<file path="config.mk">
export PLATFORM = sky130hd
export DESIGN_NAME = gray_bin_rx
export DESIGN_NICKNAME = d
export VERILOG_FILES = /design/src/rtl/gray_pkg.sv /design/src/rtl/sync_chain.sv /design/src/rtl/gray_bin_rx.sv
export SDC_FILE = /design/constraint.sdc
export NUM_CORES = 1
export LEC_CHECK = 0
export CAP_MARGIN = 20
export CORE_MARGIN = 4
export CORE_UTILIZATION = 51
export CTS_CLUSTER_DIAMETER = 80
export DETAILED_ROUTE_END_ITERATION = 10
export PLACE_DENSITY = 0.88
export SYNTH_ARGS = -nofsm -noshare
export SYNTH_HDL_FRONTEND = slang
export SYNTH_HIERARCHICAL = 1
export SYNTH_SLANG_ARGS = --single-unit
</file>
<file path="constraint.sdc">
create_clock -name clk -period 2.9 [get_ports clk]
set_input_delay 0.58 -clock clk [delete_from_list [all_inputs] [get_ports clk]]
set_output_delay 0.58 -clock clk [all_outputs]
set_load 0.02 [all_outputs]
</file>
<file path="src/rtl/gray_pkg.sv">
// Shared Gray-code helpers so the encoder side and every decoder agree on the
// code width and on how a Gray word maps back to binary.
package gray_pkg;

    localparam int GRAY_WIDTH = 4;
    // Helpers work on a fixed wide word; callers zero-extend and truncate.
    localparam int GRAY_MAX_W = 32;

    function automatic logic [GRAY_MAX_W-1:0] gray2bin(input logic [GRAY_MAX_W-1:0] g);
        logic [GRAY_MAX_W-1:0] b;
        b[GRAY_MAX_W-1] = g[GRAY_MAX_W-1];
        for (int i = GRAY_MAX_W - 2; i >= 0; i--) begin
            b[i] = b[i+1] ^ g[i];
        end
        return b;
    endfunction

    function automatic logic [5:0] popcount(input logic [GRAY_MAX_W-1:0] v);
        logic [5:0] n;
        n = '0;
        for (int i = 0; i < GRAY_MAX_W; i++) begin
            n = n + 6'(v[i]);
        end
        return n;
    endfunction

endpackage

</file>
<file path="src/rtl/sync_chain.sv">
// Generic multi-flop synchroniser for bringing a bus across a clock boundary.
// Only safe for buses where at most one bit changes at a time (e.g. Gray codes).
module sync_chain #(
    parameter int WIDTH = 1,
    parameter int DEPTH = 2
) (
    input  logic             clk,
    input  logic             rst_n,
    input  logic [WIDTH-1:0] d,
    output logic [WIDTH-1:0] q
);

    logic [WIDTH-1:0] stage [DEPTH];

    always_ff @(posedge clk or negedge rst_n) begin
        if (!rst_n) begin
            for (int i = 0; i < DEPTH; i++) begin
                stage[i] <= '0;
            end
        end else begin
            stage[0] <= d;
            for (int i = 1; i < DEPTH; i++) begin
                stage[i] <= stage[i-1];
            end
        end
    end

    assign q = stage[DEPTH-1];

endmodule

</file>
<file path="src/rtl/gray_bin_rx.sv">
// Receive-side Gray decoder: synchronises a foreign Gray bus, decodes it to
// binary, reports the step between samples and counts illegal multi-bit jumps.
module gray_bin_rx
    import gray_pkg::*;
#(
    parameter int WIDTH       = GRAY_WIDTH,
    parameter int SYNC_STAGES = 2,
    parameter int ERR_CNT_W   = 8
) (
    input  logic                 clk,
    input  logic                 rst_n,
    input  logic [WIDTH-1:0]     G_in,
    input  logic                 en,
    input  logic                 clr_err,
    output logic [WIDTH-1:0]     B,
    output logic                 valid,
    output logic [WIDTH-1:0]     step,
    output logic                 err,
    output logic [ERR_CNT_W-1:0] err_cnt
);

    localparam logic [ERR_CNT_W-1:0] CNT_MAX = '1;
    localparam logic [ERR_CNT_W-1:0] CNT_ONE = ERR_CNT_W'(1);

    logic [WIDTH-1:0] g_sync;
    logic [WIDTH-1:0] g_prev;
    logic [WIDTH-1:0] b;
    logic [5:0]       flips;
    logic             resync;
    logic             err_next;

    sync_chain #(
        .WIDTH (WIDTH),
        .DEPTH (SYNC_STAGES)
    ) u_sync (
        .clk   (clk),
        .rst_n (rst_n),
        .d     (G_in),
        .q     (g_sync)
    );

    assign b     = WIDTH'(gray2bin(GRAY_MAX_W'(g_sync)));
    assign flips = popcount(GRAY_MAX_W'(g_sync ^ g_prev));

    // The first sample after a disabled stretch may legitimately have moved by
    // many codes, so it is not treated as an illegal jump.
    assign err_next = en && !resync && (flips > 6'd1);

    always_ff @(posedge clk or negedge rst_n) begin
        if (!rst_n) begin
            g_prev <= '0;
            B      <= '0;
            valid  <= 1'b0;
            step   <= '0;
            err    <= 1'b0;
            resync <= 1'b0;
        end else if (en) begin
            g_prev <= g_sync;
            B      <= b;
            valid  <= (g_sync != g_prev);
            step   <= b - B;
            err    <= err_next;
            resync <= 1'b0;
        end else begin
            valid  <= 1'b0;
            err    <= 1'b0;
            resync <= 1'b1;
        end
    end

    // A clear that lands on an error still records that error.
    always_ff @(posedge clk or negedge rst_n) begin
        if (!rst_n) begin
            err_cnt <= '0;
        end else if (clr_err) begin
            err_cnt <= err_next ? CNT_ONE : '0;
        end else if (err_next && (err_cnt != CNT_MAX)) begin
            err_cnt <= err_cnt + CNT_ONE;
        end
    end

endmodule

</file>
==> flow_summary_export.csv <==
group,metric,value,unit
run_status,outcome,"finished, final reports clean",
global_route,grtUsageTotal,0.171,
logic_synthesis,synth_fp_nets,141,
sta,hold_viol,0,
worst_setup_path,crit_arrival,2.64,ns
clocking,cts_resized,0,
drt,routed_wl,2680,microns
pwr,p_clk_frac,0.237,
logic_synthesis,yosysWarnings,6,
pwr,switching_share,0.306,
die,io_pins,26,
clocking,clkLatencyLatePin,0.32,ns
sta,timing.final.ws_setup,0.503,ns
worst_setup_path,cp_data_required_time,3.14,ns
worst_setup_path,worstSetupStartpointType,"flop",
clocking,cts_root_buf,"clkbuf_4",
logic_synthesis,syn_area_per_cell,11.1,sq um
drt,wl_per_cell,14.8,microns
pwr,p_int,0.000716,W
worst_setup_path,path_cells,"xnor2_1 > inv_1 > fa_1 > and3b_1 > a21oi_2 > or4_1 > a21oi_1",
logic_synthesis,synth-seq-cells,30,
sta,rsz0062_at_grt,"false",
sta,timing.final.crit_share,0.827,
sta,relSlewSlack,0.581,
global_route,grt_first_pass_wirelength,4440,microns
die,core,2540,sq um
logic_synthesis,synth-edff-count,0,
pwr,ir_drop,425,uV
drt,dr.pass1.iters,4,
worst_setup_path,reg2reg_depth,7,
global_route,grt_max_degree,31,
layout,layout_commonest_cell,"dfrtp_1",
layout,syn_to_final_growth,21.7,%
clocking,postCtsHoldBufs,0,
clocking,clock_sink_count,30,
drt,vias_per_cell,5.70,
drt,ant_nets,0,
hold_path,hold_depth,0,
worst_setup_path,cp-end-kind,"flop",
clocking,cts_inserted_buffers,5,
die,die_area,3650,sq um
run,maxCapViolCount,0,
pwr,p_comb_frac,0.280,
worst_setup_path,cp_top_family,"simple AND/OR/NAND/NOR gates",
pwr,power.net_switching,0.000316,W
global_route,grt_pass1_vias,1032,
global_route,antenna_found_initial,0,
placed_design,postPlaceCellArea,1650,sq um
clocking,cts.path.max_buffers,2,
drt,vias,1031,
layout,mostFrequentLayoutCells,"dfrtp_1 (30), clkdlybuf4s50_1 (25), inv_1 (10)",
sta,final-setup-viol-count,0,
drt,drt_iter0_drc,43,
sta,maxSlewViolCount,0,
sta,max_slew.worst_pin.slew,0.623,ns
sta,setup-tns-final,0,ns
die,fp.dieH,60.4,microns
placed_design,gp_congestion,0.860,
clocking,cts-htree-levels,2,
placed_design,place_hpwl,1970,microns
clocking,cts_tree,"built",
worst_setup_path,worstPathMaxFanout,10,
die,num_rows,18,
logic_synthesis,synth_flop_cell,"dfrtp_1",
worst_setup_path,cp_slowest_cell,"fa_1",
pwr,seq_power_share,0.484,
global_route,grt_overflow_total,0,
logic_synthesis,synth_cell_type_count,33,
layout,fin_nets,167,
placed_design,portBuffers,25,
logic_synthesis,synthArstFlopShare,1.00,
layout,diodes,0,
worst_setup_path,crit_cells,7,
layout,stdcell_area,1700,sq um
placed_design,dp_slack,0.505,ns
clocking,post-cts-setup-buffer-count,0,
hold_path,min_path_type,"flop to flop",
pwr,powerDensity,606,nW/um^2
sta,period_needed,2.40,ns
pwr,p_leak,0.730,nW
sta,fmax,417,MHz
logic_synthesis,synthCells,126,
pwr,finalPower,0.00103,W
worst_setup_path,path_class,"flop to flop",
die,start_util,0.550,
layout,drive_above_1_share,0.126,
drt,drcViolationCount,0,
sta,skew,0.00409,ns
die,die_x,60.4,microns
worst_setup_path,r2r_slack,0.50,ns
worst_setup_path,crit_buf_inv,1,
logic_synthesis,seq_area_frac_synth,0.536,
logic_synthesis,syn_area,1400,sq um
clocking,clkTransAtPathRegs,0.09,ns
worst_setup_path,slowest_delay,0.55,ns
-- path summary, 6_finish.rpt --
check / startpoint / end
min: u_sync/stage[6]$_DFF_PN0_ / u_sync/q[2]$_DFF_PN0_
min in group asynchronous: rst_n / step[0]$_DFFE_PN0P_
max: u_sync/q[3]$_DFF_PN0_ / err_cnt[3]$_DFFE_PN0P_
max in group asynchronous: rst_n / valid$_DFF_PN0_
max reg2reg: u_sync/q[3]$_DFF_PN0_ / err_cnt[3]$_DFFE_PN0P_
min reg2reg: u_sync/stage[6]$_DFF_PN0_ / u_sync/q[2]$_DFF_PN0_
-- synthesized netlist by cell type, drive strengths merged (5+ instances only) --
cell / instances / area (sq um)
mux2: 6 / 67.6
xnor2: 6 / 52.6
o21ai: 6 / 30.0
buf: 7 / 46.3
nor2: 6 / 22.5
a21oi: 9 / 48.8
ha: 5 / 62.6
dfrtp: 30 / 751
inv: 11 / 41.3
nand2: 8 / 30.0
-- per-stage QoR --
stage,instances,util,hold slack [ns]
after floorplan,126,-,0.284
after global placement,175,0.649,0.332
after detailed placement,175,0.649,0.336
after CTS,181,0.670,0.356
after global routing,181,0.670,0.360
final,181,0.670,0.354
-- per-layer routing --
layer	routed length (microns)	global-route usage	up-vias
li1	-	-	477
met1	1140	0.202	495
met2	1270	0.264	45
met3	191	0.0660	14
met4	76	0.101	0
met5	0	0	-
-- registers in the layout (all words and copies together), names as in the netlist --
name / cells
step: 4
u_sync/stage: 4
resync: 1
g_prev: 3
B: 4
err: 1
err_cnt: 8
u_sync/q: 4
valid: 1
-- cell type report --
cell class	instances	area (sq um)
multi-input cells	77	558
repair buffers	27	265
flip-flops and latches	30	751
inverters	11	41.3
well taps	30	37.5
fillers	193	841
clock buffers	6	51.3
-- logic make-up after synthesis --
group | after synthesis | synth area share
AO/OA/AOI/OAI | 21 | 0.0921
XOR/XNOR | 8 | 0.0500
adder cells (fa/ha/maj) | 7 | 0.0733
buffers and inverters | 19 | 0.0652
flip-flops | 30 | 0.536
multiplexers | 6 | 0.0483
AND/OR/NAND/NOR | 35 | 0.135
-- power by group through the flow --
stage | clock, W | combinational [W] | sequential [W]
floorplan | 0 | 0.000125 | 0.000550
global placement | 0 | 0.000280 | 0.000506
detailed placement | 0 | 0.000293 | 0.000509
CTS | 0.000247 | 0.000293 | 0.000500
global route | 0.000268 | 0.000315 | 0.000506
finish | 0.000244 | 0.000289 | 0.000499
No activity file was read; power rests on OpenSTA's default activity.
